$ cat src/rtl/aurora_hls_nfc_arbiter_if.sv
// Aurora native-flow-control AXI-Stream channel.
//   tvalid  master -> slave   message valid
//   tready  slave  -> master  message accepted
//   tdata   master -> slave   NFC word, big-endian, ffff = XOFF, 0000 = XON
interface aurora_hls_nfc_arbiter_if;
   logic        tvalid;
   logic        tready;
   logic [0:15] tdata;

   modport master (output tvalid, output tdata, input tready);
   modport slave  (input tvalid, input tdata, output tready);
endinterface

$ cat src/rtl/aurora_hls_nfc_arbiter.sv
// Shares one Aurora NFC port among NUM_SRC pause requesters. Sends XOFF when any
// requester wants a pause and XON only when all have released. Enforces a minimum
// gap between messages and re-sends XOFF periodically while paused.
// Ports:
//   clk, rst_n          clock, synchronous active-low reset
//   src_xoff_req        per-source pause request level
//   m_nfc               NFC stream master (tvalid/tready/tdata)
//   paused              1 after XOFF handshake, 0 after XON handshake
//   pause_owner_mask    sticky OR of requests since the last XON handshake
//   xoff_count          request-caused XOFF handshakes
//   refresh_count       refresh-caused XOFF handshakes
//   xon_count           XON handshakes
//
// state      | meaning
// S_INIT     | one cycle after reset, chooses the first message
// S_RUN      | link running, waiting for a request and gap expiry
// S_SEND_XOFF| presenting ffff until accepted
// S_PAUSED   | link paused, waiting for release or refresh
// S_SEND_XON | presenting 0000 until accepted
module aurora_hls_nfc_arbiter #(
   parameter int NUM_SRC        = 4,
   parameter int MIN_GAP        = 16,
   parameter int REFRESH_CYCLES = 4096
) (
   input  logic                    clk,
   input  logic                    rst_n,
   input  logic [NUM_SRC-1:0]      src_xoff_req,
   aurora_hls_nfc_arbiter_if.master m_nfc,
   output logic                    paused,
   output logic [NUM_SRC-1:0]      pause_owner_mask,
   output logic [31:0]             xoff_count,
   output logic [31:0]             refresh_count,
   output logic [31:0]             xon_count
);

   localparam int GW = (MIN_GAP > 0) ? $clog2(MIN_GAP + 1) : 1;
   localparam int TW = (REFRESH_CYCLES > 1) ? $clog2(REFRESH_CYCLES) : 1;
   localparam logic [GW-1:0] GAP_LOAD = GW'(MIN_GAP);
   localparam logic [TW-1:0] REF_LAST = (REFRESH_CYCLES > 0) ? TW'(REFRESH_CYCLES - 1) : '0;
   localparam logic [0:15]   XOFF_WORD = 16'hffff;
   localparam logic [0:15]   XON_WORD  = 16'h0000;

   typedef enum logic [2:0] {
      S_INIT,
      S_RUN,
      S_SEND_XOFF,
      S_PAUSED,
      S_SEND_XON
   } state_t;

   state_t               state, state_d;
   logic [NUM_SRC-1:0]   req_q;
   logic [GW-1:0]        gap;
   logic [TW-1:0]        timer;
   logic                 is_refresh, is_refresh_d;
   logic                 tvalid_d;
   logic [0:15]          tdata_d;
   logic                 agg;
   logic                 gap_zero;
   logic                 refresh_due;
   logic                 hs;
   logic                 xoff_hs;
   logic                 xon_hs;

   assign agg         = |req_q;
   assign gap_zero    = (gap == '0);
   assign refresh_due = (REFRESH_CYCLES != 0) && (timer >= REF_LAST) && gap_zero && agg;
   assign hs          = m_nfc.tvalid && m_nfc.tready;
   assign xoff_hs     = hs && (state == S_SEND_XOFF);
   assign xon_hs      = hs && (state == S_SEND_XON);

   always_comb begin
      state_d      = state;
      tvalid_d     = m_nfc.tvalid;
      tdata_d      = m_nfc.tdata;
      is_refresh_d = is_refresh;
      case (state)
         S_INIT: begin
            tvalid_d = 1'b1;
            if (agg) begin
               state_d      = S_SEND_XOFF;
               tdata_d      = XOFF_WORD;
               is_refresh_d = 1'b0;
            end else begin
               state_d = S_SEND_XON;
               tdata_d = XON_WORD;
            end
         end
         S_RUN: begin
            if (agg && gap_zero) begin
               state_d      = S_SEND_XOFF;
               tvalid_d     = 1'b1;
               tdata_d      = XOFF_WORD;
               is_refresh_d = 1'b0;
            end
         end
         S_SEND_XOFF: begin
            if (hs) begin
               state_d  = S_PAUSED;
               tvalid_d = 1'b0;
            end
         end
         S_PAUSED: begin
            // release outranks refresh
            if (!agg && gap_zero) begin
               state_d  = S_SEND_XON;
               tvalid_d = 1'b1;
               tdata_d  = XON_WORD;
            end else if (refresh_due) begin
               state_d      = S_SEND_XOFF;
               tvalid_d     = 1'b1;
               tdata_d      = XOFF_WORD;
               is_refresh_d = 1'b1;
            end
         end
         S_SEND_XON: begin
            if (hs) begin
               state_d  = S_RUN;
               tvalid_d = 1'b0;
            end
         end
         default: begin
            state_d  = S_INIT;
            tvalid_d = 1'b0;
         end
      endcase
   end

   always_ff @(posedge clk) begin
      if (!rst_n) begin
         state            <= S_INIT;
         req_q            <= '0;
         m_nfc.tvalid     <= 1'b0;
         m_nfc.tdata      <= '0;
         is_refresh       <= 1'b0;
         gap              <= '0;
         timer            <= '0;
         paused           <= 1'b0;
         pause_owner_mask <= '0;
         xoff_count       <= '0;
         refresh_count    <= '0;
         xon_count        <= '0;
      end else begin
         state        <= state_d;
         req_q        <= src_xoff_req;
         m_nfc.tvalid <= tvalid_d;
         m_nfc.tdata  <= tdata_d;
         is_refresh   <= is_refresh_d;

         if (hs)
            gap <= GAP_LOAD;
         else if (!gap_zero)
            gap <= gap - 1'b1;

         if (xoff_hs)
            timer <= '0;
         else if ((state == S_PAUSED) && (timer != '1))
            timer <= timer + 1'b1;

         if (xoff_hs)
            paused <= 1'b1;
         else if (xon_hs)
            paused <= 1'b0;

         // clear on XON handshake wins over the same-cycle set
         if (xon_hs)
            pause_owner_mask <= '0;
         else
            pause_owner_mask <= pause_owner_mask | req_q;

         if (xoff_hs && !is_refresh)
            xoff_count <= xoff_count + 32'd1;
         if (xoff_hs && is_refresh)
            refresh_count <= refresh_count + 32'd1;
         if (xon_hs)
            xon_count <= xon_count + 32'd1;
      end
   end

endmodule
$ cat src/flat_wrapper.sv
// flat-port wrapper written by rule: the top's interface ports become plain ports
module aurora_hls_nfc_arbiter_flat 
#(
   parameter int NUM_SRC        = 4,
   parameter int MIN_GAP        = 16,
   parameter int REFRESH_CYCLES = 4096
)
  (clk, rst_n, src_xoff_req, paused, pause_owner_mask, xoff_count, refresh_count, xon_count, m_nfc_tvalid, m_nfc_tdata, m_nfc_tready);
  aurora_hls_nfc_arbiter_if m_nfc_i ();
  input  logic clk;
  input  logic rst_n;
  input  logic [NUM_SRC-1:0] src_xoff_req;
  output logic paused;
  output logic [NUM_SRC-1:0] pause_owner_mask;
  output logic [31:0] xoff_count;
  output logic [31:0] refresh_count;
  output logic [31:0] xon_count;
  output wire logic [$bits(m_nfc_i.tvalid)-1:0] m_nfc_tvalid;
  output wire logic [$bits(m_nfc_i.tdata)-1:0] m_nfc_tdata;
  input wire logic [$bits(m_nfc_i.tready)-1:0] m_nfc_tready;
  assign m_nfc_tvalid = m_nfc_i.tvalid;
  assign m_nfc_tdata = m_nfc_i.tdata;
  assign m_nfc_i.tready = m_nfc_tready;
  aurora_hls_nfc_arbiter #(.NUM_SRC(NUM_SRC), .MIN_GAP(MIN_GAP), .REFRESH_CYCLES(REFRESH_CYCLES)) u_core (.clk(clk), .rst_n(rst_n), .src_xoff_req(src_xoff_req), .m_nfc(m_nfc_i), .paused(paused), .pause_owner_mask(pause_owner_mask), .xoff_count(xoff_count), .refresh_count(refresh_count), .xon_count(xon_count));
endmodule
$ cat config.mk
export PLATFORM = sky130hd
export DESIGN_NAME = aurora_hls_nfc_arbiter_flat
export DESIGN_NICKNAME = d
export VERILOG_FILES = /design/src/rtl/aurora_hls_nfc_arbiter_if.sv /design/src/rtl/aurora_hls_nfc_arbiter.sv /design/src/flat_wrapper.sv
export SDC_FILE = /design/constraint.sdc
export NUM_CORES = 1
export LEC_CHECK = 0
export CAP_MARGIN = 40
export CORE_UTILIZATION = 41
export CTS_CLUSTER_SIZE = 8
export DETAILED_ROUTE_END_ITERATION = 10
export GPL_TIMING_DRIVEN = 0
export PLACE_DENSITY = 0.73
export SKIP_CTS_REPAIR_TIMING = 1
export SLEW_MARGIN = 20
export SYNTH_ARGS = -nofsm -noshare
export SYNTH_HDL_FRONTEND = slang
export SYNTH_SLANG_ARGS = --single-unit
$ cat constraint.sdc
create_clock -name clk -period 2.1 [get_ports clk]
set_input_delay 0.63 -clock clk [delete_from_list [all_inputs] [get_ports clk]]
set_output_delay 0.63 -clock clk [all_outputs]
set_load 0.05 [all_outputs]
# --- Word-level counts from Yosys, hierarchy flattened ---
# Index checks and enable logic that the tools add are counted.
# W data, S select, Z words.
word_totals:
  register_bits: 143
  latchBits: 0
  mem_bits_rw: 0
  mem_bits_ro: 0
  output_inout_bits: 118
  wordCells: 85
  mem_count: 0
classes:
  n_addsub: 5
  multipliers: 0
  div: 0
  magnitude_cmp: 1
  n_eq_ne: 14
  shift: 0
  mux: 25
  bitwise: 2
  n_reduce_logical: 25
ops:
  columns: ["operator", "count"]
  rows:
  - ["$add A32 B1 Y32 const B", 3]
  - ["$mux W16", 4]
  - ["$pmux W16 S3", 1]
  - ["$mux W3", 6]
  - ["$pmux W3 S5", 1]
  - ["$add A12 B1 Y12 const B", 1]
  - ["$ge A12 B12 Y1 const B", 1]
  - ["$ne A12 B12 Y1 const B", 1]
  - ["$ne A2 B1 Y1 const B", 6]
  - ["$logic_and A1 B1 Y1", 10]
  - ["$mux W5", 2]
  - ["$mux W1", 9]
  - ["$reduce_or A2 Y1", 4]
  - ["$eq A3 B2 Y1 const B", 2]
  - ["$reduce_and A3 Y1", 2]
  - ["$logic_not A5 Y1", 1]
  - ["$reduce_and A5 Y1", 1]
  - ["$sub A5 B1 Y5 const B", 1]
  - ["$ne A2 B2 Y1 const B", 2]
  - ["$or A4 B4 Y4", 1]
  - ["$pmux W1 S4", 1]
  - ["$reduce_and A4 Y1", 1]
  - ["$reduce_or A4 Y1", 1]
  - ["$eq A3 B1 Y1 const B", 1]
  - ["other kinds (8)", 9]

# --- Depth between registers and ports, before layout ---
# Gate-level depths: netlist of the first run.
logic_depth:
  depth_word: 6
  depth_mapped: 8
  ltp_nobuf: 6

# --- Worst setup path before layout of the first run ---
# OpenSTA, ideal clock, no wires.
synth_path:
  path_type: "register to register"
  startpoint: "reg u_core.m_nfc.tvalid"
  endpoint: "reg u_core.refresh_count[27]"
  setup_ns: 0.072
  t_arrival_ns: 2.165
  path_slack_ns: -0.136
  stages_incl_launch_ff: 8
  path_buffers: 3
  cell_sequence: "dfxtp_1 -> buf_2 -> nand2_1 -> or3_1 -> buf_2 -> buf_4 -> nor4_2 -> mux2i_1"
synth_via:
  elab_chain_len: 3
synth_lines:
  columns: ["item", "line_no", "rtl"]
  rows:
  - ["start, declared", "aurora_hls_nfc_arbiter_if.sv:10", "modport master (output tvalid, output tdata, input tready);"]
  - ["start signal, assigned", "aurora_hls_nfc_arbiter.sv:146", "m_nfc.tvalid <= tvalid_d;"]
  - ["$logic_and A1 B1 Y1", "aurora_hls_nfc_arbiter.sv:68", "assign hs = m_nfc.tvalid && m_nfc.tready;"]
  - ["$logic_and A1 B1 Y1", "aurora_hls_nfc_arbiter.sv:69", "assign xoff_hs = hs && (state == S_SEND_XOFF);"]
  - ["$logic_and A1 B1 Y1", "aurora_hls_nfc_arbiter.sv:173", "if (xoff_hs && is_refresh)"]
  - ["end signal, assigned", "aurora_hls_nfc_arbiter.sv:174", "refresh_count <= refresh_count + 32'd1;"]
  - ["end, declared", "aurora_hls_nfc_arbiter.sv:32", "output logic [31:0] refresh_count,"]
# Every way passes these cells.
# A chain may end at the register's enable or synchronous reset.

# --- Worst setup path after layout of the first run ---
layout_path:
  startpoint: "reg u_core.gap[0]"
  endpoint: "reg u_core.state[1]"
layout_via:
  elab_chain_len: 5
  word_cells_on_any_way: 10
layout_lines:
  columns: ["item", "line_no", "rtl"]
  rows:
  - ["start, declared", "aurora_hls_nfc_arbiter.sv:53", "logic [GW-1:0] gap;"]
  - ["start signal, assigned", "aurora_hls_nfc_arbiter.sv:153", "gap <= gap - 1'b1;"]
  - ["$logic_not A5 Y1 (*)", "aurora_hls_nfc_arbiter.sv:66", "assign gap_zero = (gap == '0);"]
  - ["$logic_and A1 B1 Y1 (2 in a row)", "aurora_hls_nfc_arbiter.sv:67", "assign refresh_due = (REFRESH_CYCLES != 0) && (timer >= REF_LAST) && gap_zero && agg;"]
  - ["$ne A3 B1 Y1 (no line)", null, null]
  - ["$reduce_and A4 Y1 (no line)", null, null]
  - ["end signal, assigned", "aurora_hls_nfc_arbiter.sv:144", "state <= state_d;"]
  - ["end, declared", "aurora_hls_nfc_arbiter.sv:51", "state_t state, state_d;"]
# Every way passes the cells marked *; elsewhere a longest branch is shown, timed or not.

==> impl_metrics.csv, run 1 <==
group,metric,value,unit
detailed_routing,ant_nets,0,
synthesis,synthArstFlopShare,0,
final_layout,final_cell_count_no_fill,1131,
synthesis,synth-edff-count,0,
detailed_routing,route.detailed.drc,0,
clock_network,cts_max_level,4,
power_and_ir_drop,power,0.00765,W
die,rows,45,
power_and_ir_drop,pwr-share-seq,0.351,
sta,finalSetupViolCount,0,
die,die_area,16200,um^2
synthesis,avgSynthCellArea,8.52,um^2
placed_design,port_buffers,123,
placed_design,gp_congestion,0.830,
sta,skew,0.00745,ns
sta,hold_viol,0,
job,cap_viol_max_count,0,
sta,period_share,0.985,
grt,grt_pass1_wl,28700,um
grt,grt_pass1_vias,5743,
synthesis,syn_area,6450,um^2
power_and_ir_drop,p_sw_frac,0.325,
placed_design,dp.cells,1092,
clock_network,clk_latency,0.42,ns
clock_network,cts.sinks,128,
sta,fmax,484,MHz
worst_setup_path,arrival,2.37,ns
clock_network,cts_made_buffers,17,
sta,relSlewSlack,0.527,
die,core,15300,um^2
final_layout,post-route-util,0.588,
detailed_routing,first_iter_violations,601,
detailed_routing,routed_wl,18000,um
die,ioPinCount,125,
power_and_ir_drop,vdd_drop_max,0.607,mV
die,die_x,127,um
final_layout,area_delta_synth_final,39.1,%
synthesis,ys_ff_latch,128,
grt,grt_usage,0.221,
worst_setup_path,worstSetupPathType,"flop to flop",
synthesis,synth_cells,757,
power_and_ir_drop,clockPowerShare,0.368,
final_layout,final_cell_mix,"dfxtp_1, dlymetal6s2s_1, nand2_1",
clock_network,cts_tree,"built",
synthesis,synth.yosys.seq_area_share,0.397,
placed_design,dp_hpwl,12200,um
synthesis,syn-num-nets,770,
synthesis,synthFlopType,"dfxtp_1",
die,initial_core_util,0.423,
synthesis,yosysWarnings,0,
detailed_routing,dr_total_vias,6376,
min_path,min-delay-path-class,"flop to flop",
final_layout,insertedDiodeCount,0,
final_layout,layout-drive-gt1-share,0.137,
status,status,"completed",
sta,slew_violations,0,
die,die_h,127,um
worst_setup_path,end_kind,"flop",
power_and_ir_drop,intPower,0.00516,W
sta,tightest_slew,0.705,ns
grt,grt_start_max_net_pins,18,
power_and_ir_drop,power_frac_comb,0.281,
detailed_routing,drt_first_pass_iters,6,
clock_network,clkTransAtPathRegs,0.05,ns
sta,period_needed,2.07,ns
power_and_ir_drop,leakage,4.77,nW
grt,grt-ovfl-total,0,
worst_setup_path,critPathRequiredTime,2.41,ns
detailed_routing,vias_per_cell,5.64,
power_and_ir_drop,p_sw,0.00249,W
detailed_routing,post_drt_wl_per_cell,15.9,um
clock_network,cts-root-buf,"clkbuf_16",
worst_setup_path,start_kind,"flop",
synthesis,synth_cell_types,53,
grt,antenna_found_initial,0,
worst_setup_path,crit_fanout,6,
final_layout,nets,921,
clock_network,cts_buffer_depth,2,
final_layout,final_common_cell,"dfxtp_1",
power_and_ir_drop,power.density,853,nW/um^2
## per-layer routing
metal | track usage | part of all wire | vias up
met5 | 0 | 0 | -
met4 | 0.0784 | 0.016 | 0
met3 | 0.0536 | 0.053 | 23
met2 | 0.351 | 0.47 | 189
met1 | 0.290 | 0.47 | 3044
li1 | - | - | 3120
## kinds of logic (layout without fill, tap and decap cells)
family / after synthesis / after routing / synth area share
xor+xnor: 27 / 27 / 0.0367
flops: 128 / 128 / 0.397
simple gates: 343 / 343 / 0.306
buf+inv: 83 / 246 / 0.0605
mux: 26 / 26 / 0.0405
fa+ha+maj: 6 / 6 / 0.0116
compound gates: 144 / 144 / 0.147
## critical path, cell delays in order (launching register included)
cell and delay (ns):
dfxtp_4 0.35, inv_4 0.06, ha_4 0.12, or4b_4 0.45, buf_6 0.15, a32o_2 0.27, a211oi_4 0.23, mux2_4 0.33
## layout make-up
class | instances | area (um^2)
Tap cell | 211 | 264
Clock buffer | 26 | 509
Fill cell | 1308 | 6290
Timing Repair Buffer | 134 | 1500
Clock inverter | 5 | 52.6
Inverter | 23 | 88.8
Buffer | 58 | 330
Sequential cell | 128 | 2570
Multi-Input combinational cell | 546 | 3660
## cell usage after synthesis, drive strengths merged (2+ instances only)
library cell  count  area share
buf              29       0.029
dfxtp           128        0.40
o21ai            23       0.018
nand4            25       0.024
nor2             35       0.020
o311ai           11       0.015
and3b             2      0.0027
a211oi            6      0.0089
or3              22       0.021
nor3              8      0.0062
clkbuf           31       0.018
and4             21       0.029
ha                6       0.012
nor4             31       0.034
a21oi            51       0.040
o21a              7      0.0081
xnor2            16       0.022
nand2b           35       0.034
nand2            71       0.041
and2              9      0.0087
o41ai            11       0.015
inv              23       0.013
or4              25       0.029
o31ai            26       0.030
mux2i            25       0.039
xor2             11       0.015
nand3            43       0.033
and3              6      0.0058
## stage by stage
| step | setup TNS [ns] | setup slack (ns) | hold slack [ns] | instance area, um^2 |
|---|---|---|---|---|
| after detailed placement | -61.31 | -0.967 | 0.444 | 7960 |
| after floorplan | 0 | 0.00259 | 0.441 | 6460 |
| after global routing | -0.0838 | -0.0239 | 0.480 | 8970 |
| after CTS | -43.35 | -0.650 | 0.454 | 8520 |
| final | 0 | 0.0323 | 0.450 | 8970 |
| after global placement | -61.21 | -0.941 | 0.446 | 7950 |
## power groups by stage
stage / logic (W) / registers, W / clock network (W)
after floorplan: 0.00143 / 0.00281 / 0
after global placement: 0.00205 / 0.00272 / 0
after detailed placement: 0.00207 / 0.00271 / 0
after CTS: 0.00207 / 0.00267 / 0.00286
after global routing: 0.00228 / 0.00270 / 0.00299
final: 0.00215 / 0.00268 / 0.00281
## registers in the layout, summed over array words and instances (netlist names)
name / count
u_core.m_nfc.tvalid: 1
u_core.m_nfc.tdata: 1
u_core.gap: 5
u_core.timer: 12
u_core.xon_count: 32
u_core.pause_owner_mask: 4
u_core.refresh_count: 32
u_core.xoff_count: 32
u_core.state: 3
u_core.is_refresh: 1
u_core.paused: 1
u_core.req_q: 4
## worst paths after layout
kind                                      to  slack (ns)  cells after the start                        from
hold / removal    u_core.pause_owner_mask[1]        0.45                      1  u_core.pause_owner_mask[1]
setup / recovery             u_core.state[1]        0.03                      7               u_core.gap[0]
setup reg to reg             u_core.state[1]        0.03                      7               u_core.gap[0]
hold reg to reg   u_core.pause_owner_mask[1]        0.45                      1  u_core.pause_owner_mask[1]
Note: power is estimated with default switching activity, not from simulation.
==> run 2, diff against run 1 <==
--- a/config.mk
+++ b/config.mk
@@ -6,11 +6,13 @@
 export NUM_CORES = 1
 export LEC_CHECK = 0
 export CAP_MARGIN = 40
-export CORE_UTILIZATION = 41
+export CELL_PAD_IN_SITES_DETAIL_PLACEMENT = 1
+export CELL_PAD_IN_SITES_GLOBAL_PLACEMENT = 1
+export CORE_UTILIZATION = 35
 export CTS_CLUSTER_SIZE = 8
 export DETAILED_ROUTE_END_ITERATION = 10
 export GPL_TIMING_DRIVEN = 0
-export PLACE_DENSITY = 0.73
+export PLACE_DENSITY = 0.81
 export SKIP_CTS_REPAIR_TIMING = 1
 export SLEW_MARGIN = 20
 export SYNTH_ARGS = -nofsm -noshare
==> run 2 against run 1 <==
  * Total power up 1.5%
  * Highest routed layer unchanged
  * Final area rose by 0.96%
  * Register-to-register slack improved by 0.02 ns
  * Largest cell class unchanged
  * Core utilization fell by 8.5 points
  * Critical path type unchanged
  * Clock power hardly changed
  * Maximum frequency increased by 0.74%
  * First-iteration DRC count is 43% lower
  * Flip-flop and latch count unchanged
  * Clock skew hardly changed
  * Cell count increased by 2.0%
==> impl_metrics.csv, run 2 (synthesis results as in run 1) <==
group,metric,value,unit
worst_setup_path,critPathRequiredTime,2.45,ns
grt,grt_start_max_net_pins,18,
final_layout,area_delta_synth_final,40.4,%
worst_setup_path,cp.depth,7,
placed_design,gp_congestion,0.781,
power_and_ir_drop,leakage,4.86,nW
worst_setup_path,crit_top_cell,"buf_6",
detailed_routing,vias_per_cell,5.69,
sta,slew_violations,0,
detailed_routing,dr_total_vias,6568,
detailed_routing,drt_first_pass_iters,5,
final_layout,n_fill_cell,2056,
final_layout,final_common_cell,"dfxtp_1",
final_layout,reg_top3,"u_core.refresh_count (32), u_core.xoff_count (32), u_core.xon_count (32)",
final_layout,layout-drive-gt1-share,0.150,
clock_network,clkTransAtPathRegs,0.06,ns
worst_setup_path,ff2ff_setup_slack,0.05,ns
worst_setup_path,end_kind,"flop",
final_layout,final_cell_mix,"dfxtp_1, dlymetal6s2s_1, nand2_1",
sta,setup_tns,0,ns
final_layout,insertedDiodeCount,0,
worst_setup_path,worstSetupPathType,"flop to flop",
sta,skew,0.00790,ns
worst_setup_path,max_stage_delay,0.39,ns
worst_setup_path,crit_path_cell_trace,"buf_6 > nand4bb_4 > or3_1 > buf_2 > buf_6 > nor4_2 > mux2i_1",
sta,rsz0062_at_grt,"true",
die,die_h,138,um
placed_design,dp_hpwl,14400,um
detailed_routing,route.detailed.drc,0,
job,cap_viol_max_count,0,
final_layout,nets,927,
clock_network,clk_latency,0.43,ns
worst_setup_path,arrival,2.41,ns
worst_setup_path,r2r_cells,7,
detailed_routing,ant_nets,0,
worst_setup_path,cp_num_buf_inv,3,
worst_setup_path,cp_top_family,"simple AND/OR/NAND/NOR gates",
grt,antenna_found_initial,0,
sta,period_share,0.977,
die,die_x,138,um
clock_network,cts_buffer_depth,2,
worst_setup_path,crit_fanout,10,
worst_setup_path,slowest_stage,"or3_1",
clock_network,cts_made_buffers,17,
detailed_routing,routed_wl,21400,um
power_and_ir_drop,power.density,857,nW/um^2
sta,relSlewSlack,0.451,
sta,fmax,487,MHz
clock_network,cts.sinks,128,
grt,grt_usage,0.222,
worst_setup_path,start_kind,"flop",
die,ioPinCount,125,
min_path,min-delay-path-class,"flop to flop",
clock_network,cts_tree,"built",
detailed_routing,post_drt_wl_per_cell,18.5,um
detailed_routing,first_iter_violations,340,
final_layout,post-route-util,0.502,
sta,tightest_slew,0.817,ns
final_layout,final_cell_count_no_fill,1154,
status,status,"completed",
min_path,min_path_cells,1,
die,rows,49,
placed_design,place_area,7980,um^2
clock_network,cts_max_level,4,
placed_design,port_buffers,123,
grt,grt_pass1_wl,32800,um
die,die_area,19000,um^2
placed_design,dp.cells,1110,
sta,hold_viol,0,
clock_network,cts-root-buf,"clkbuf_16",
die,core,18000,um^2
power_and_ir_drop,power,0.00776,W
power_and_ir_drop,vdd_drop_max,0.693,mV
grt,grt-ovfl-total,0,
final_layout,fin_area,9060,um^2
sta,period_needed,2.05,ns
grt,grt_pass1_vias,6383,
sta,finalSetupViolCount,0,
die,initial_core_util,0.358,
[run 2: layout make-up]
| class | count | area (um^2) | share of cell area |
|---|---|---|---|
| multi-input combinational | 546 | 3680 | 0.407 |
| sequential | 128 | 2570 | 0.284 |
| timing repair buffer | 140 | 1540 | 0.170 |
| clock buffer | 22 | 454 | 0.0501 |
| buffer | 58 | 342 | 0.0377 |
| tap | 229 | 287 | 0.0316 |
| clock inverter | 8 | 90.1 | 0.00995 |
| inverter | 23 | 86.3 | 0.00953 |
[run 2: layer usage]
metal | global-route usage | part of all wire
met5 | 0 | 0
met4 | 0.0646 | 0.012
met3 | 0.0533 | 0.042
met2 | 0.372 | 0.49
met1 | 0.282 | 0.45
[run 2: path summary, 6_finish.rpt]
path / endpoint / from
setup / recovery: u_core.refresh_count[19] / u_core.state[1]
hold / removal: u_core.pause_owner_mask[1] / u_core.pause_owner_mask[1]
setup reg to reg: u_core.refresh_count[19] / u_core.state[1]
hold reg to reg: u_core.pause_owner_mask[1] / u_core.pause_owner_mask[1]
[run 2: stage by stage]
stage          worst slack [ns]  hold slack, ns
3_3_place_gp             -0.991           0.448
5_1_grt                 -0.0889           0.484
2_1_floorplan           0.00259           0.441
3_5_place_dp             -0.993           0.449
6_report                 0.0475           0.455
4_1_cts                  -0.702           0.466
[run 2: where the power goes]
part / internal [W] / switching [W]
combinational: 0.000874 / 0.00138
clock: 0.00175 / 0.00108
sequential: 0.00255 / 0.000135
total: 0.00517 / 0.00259
==> run 3, diff against run 2 <==
--- a/config.mk
+++ b/config.mk
@@ -13,6 +13,7 @@
 export DETAILED_ROUTE_END_ITERATION = 10
 export GPL_TIMING_DRIVEN = 0
 export PLACE_DENSITY = 0.81
+export REMOVE_ABC_BUFFERS = 1
 export SKIP_CTS_REPAIR_TIMING = 1
 export SLEW_MARGIN = 20
 export SYNTH_ARGS = -nofsm -noshare
==> constraint.sdc (replaced) <==
create_clock -name clk -period 1.8 [get_ports clk]
set_input_delay 0.54 -clock clk [delete_from_list [all_inputs] [get_ports clk]]
set_output_delay 0.54 -clock clk [all_outputs]
set_load 0.05 [all_outputs]
==> run 3 against run 2 <==
  * The run now ends with negative setup slack left
  * Routed wire length up 7.0%
  * Clock skew up 0.0011 ns
  * Combinational power up 23%
  * Non-clock buffer count down 7
  * Clock power up 13%
  * Die area unchanged
  * Total power up 18%
  * Cell count up 0.35%
  * Largest power group is now registers
  * Hold slack worse by 0.010 ns
  * Global-route usage down 2.7 points
==> impl_metrics.csv, run 3 (synthesis results as in run 1) <==
group,metric,value,unit
grt,grt_usage,0.196,
detailed_routing,first_iter_violations,348,
job,cap_viol_max_count,0,
final_layout,final_common_cell,"dfxtp_1",
clock_network,cts_made_buffers,17,
power_and_ir_drop,leakage,3.40,nW
sta,skew,0.00904,ns
detailed_routing,dr_total_vias,6715,
final_layout,nets,929,
detailed_routing,post_drt_wl_per_cell,19.7,um
sta,hold_viol,0,
status,status,"complete, but fails checks",
min_path,min-delay-path-class,"primary input to flop",
die,die_area,19000,um^2
sta,relSlewSlack,0.639,
power_and_ir_drop,vdd_drop_max,0.730,mV
worst_setup_path,start_kind,"flop",
detailed_routing,drt_first_pass_iters,4,
detailed_routing,route.detailed.drc,0,
detailed_routing,routed_wl,22900,um
placed_design,dp_hpwl,12500,um
die,die_h,138,um
placed_design,port_buffers,124,
placed_design,gp_congestion,0.780,
die,ioPinCount,125,
clock_network,cts.sinks,128,
final_layout,final_cell_mix,"dfxtp_1, clkbuf_2, nand2_1",
worst_setup_path,cp_num_buf_inv,1,
clock_network,cts_buffer_depth,2,
die,die_x,138,um
clock_network,clk_latency,0.43,ns
final_layout,final_cell_count_no_fill,1158,
worst_setup_path,cp_top_family,"compound AO/OA/AOI/OAI gates",
final_layout,layout-drive-gt1-share,0.354,
die,rows,49,
clock_network,cts_max_level,4,
die,core,18000,um^2
worst_setup_path,arrival,2.34,ns
grt,grt_start_max_net_pins,80,
final_layout,reg_top3,"u_core.refresh_count (32), u_core.xoff_count (32), u_core.xon_count (32)",
sta,period_needed,2.03,ns
sta,tightest_slew,0.540,ns
final_layout,area_delta_synth_final,39.0,%
final_layout,post-route-util,0.498,
sta,fmax,492,MHz
detailed_routing,ant_nets,0,
placed_design,dp.cells,1054,
worst_setup_path,crit_path_cell_trace,"inv_2 > ha_4 > or4b_4 > a32o_2 > a211oi_4 > mux2_4",
sta,finalSetupViolCount,35,
sta,holdWs,0.445,ns
final_layout,insertedDiodeCount,0,
sta,setup_tns,-2.25,ns
grt,grt_pass1_vias,5991,
clock_network,cts-root-buf,"clkbuf_16",
clock_network,cts_tree,"built",
die,initial_core_util,0.358,
grt,antenna_found_initial,0,
sta,slew_violations,0,
power_and_ir_drop,power.density,1020,nW/um^2
sta,timing.final.ws_setup,-0.231,ns
worst_setup_path,critPathRequiredTime,2.11,ns
status,violations,"negative setup slack",
worst_setup_path,max_stage_delay,0.51,ns
worst_setup_path,slowest_stage,"or4b_4",
sta,rsz0062_at_grt,"true",
grt,grt-ovfl-total,0,
detailed_routing,vias_per_cell,5.80,
worst_setup_path,end_kind,"flop",
worst_setup_path,worstSetupPathType,"flop to flop",
clock_network,clkTransAtPathRegs,0.06,ns
grt,grt_pass1_wl,29500,um
worst_setup_path,crit_fanout,5,
sta,period_share,1.13,
[run 3: final cells by class]
| cell class | count | area [um^2] |
|---|---|---|
| Sequential cell | 128 | 2600 |
| Tap cell | 229 | 287 |
| Multi-Input combinational cell | 555 | 4160 |
| Timing Repair Buffer | 191 | 1300 |
| Fill cell | 2134 | 9060 |
| Clock inverter | 13 | 97.6 |
| Inverter | 23 | 88.8 |
| Clock buffer | 19 | 433 |
[run 3: per-layer routing]
layer,wire (um),up-vias,part of all wire,track usage
met4,459,0,0.020,0.0592
met2,11400,147,0.50,0.327
met1,9860,3388,0.43,0.242
met3,1180,37,0.051,0.0574
li1,-,3143,-,-
met5,0,-,0,0
[run 3: metrics by stage]
| stage | setup slack [ns] | area [um^2] | total power [W] |
|---|---|---|---|
| 2_1_floorplan | -4.17 | 6150 | 0.00420 |
| 3_3_place_gp | -4.41 | 7670 | 0.00524 |
| 3_5_place_dp | -1.51 | 7740 | 0.00531 |
| 4_1_cts | -1.06 | 8270 | 0.00850 |
| 5_1_grt | -0.303 | 8970 | 0.00951 |
| 6_report | -0.231 | 8970 | 0.00917 |
[run 3: tightest hold or removal path, stage by stage]
cell and delay (ns):
buf_4 0.14, nand2b_1 0.07, mux2i_1 0.07
[run 3: path summary, 6_finish.rpt]
kind / startpoint / endpoint / slack (ns) / cells after the start
worst min-delay path: rst_n / u_core.refresh_count[21] / 0.45 / 3
worst min register to register: u_core.pause_owner_mask[0] / u_core.pause_owner_mask[0] / 0.45 / 1
worst max-delay path: u_core.gap[1] / u_core.state[1] / -0.23 / 6
worst max register to register: u_core.gap[1] / u_core.state[1] / -0.23 / 6
[run 3: report_power, final]
group / switching, W / internal (W)
sequential: 0.000232 / 0.00299
clock: 0.00132 / 0.00187
combinational: 0.00171 / 0.00105
total: 0.00325 / 0.00591
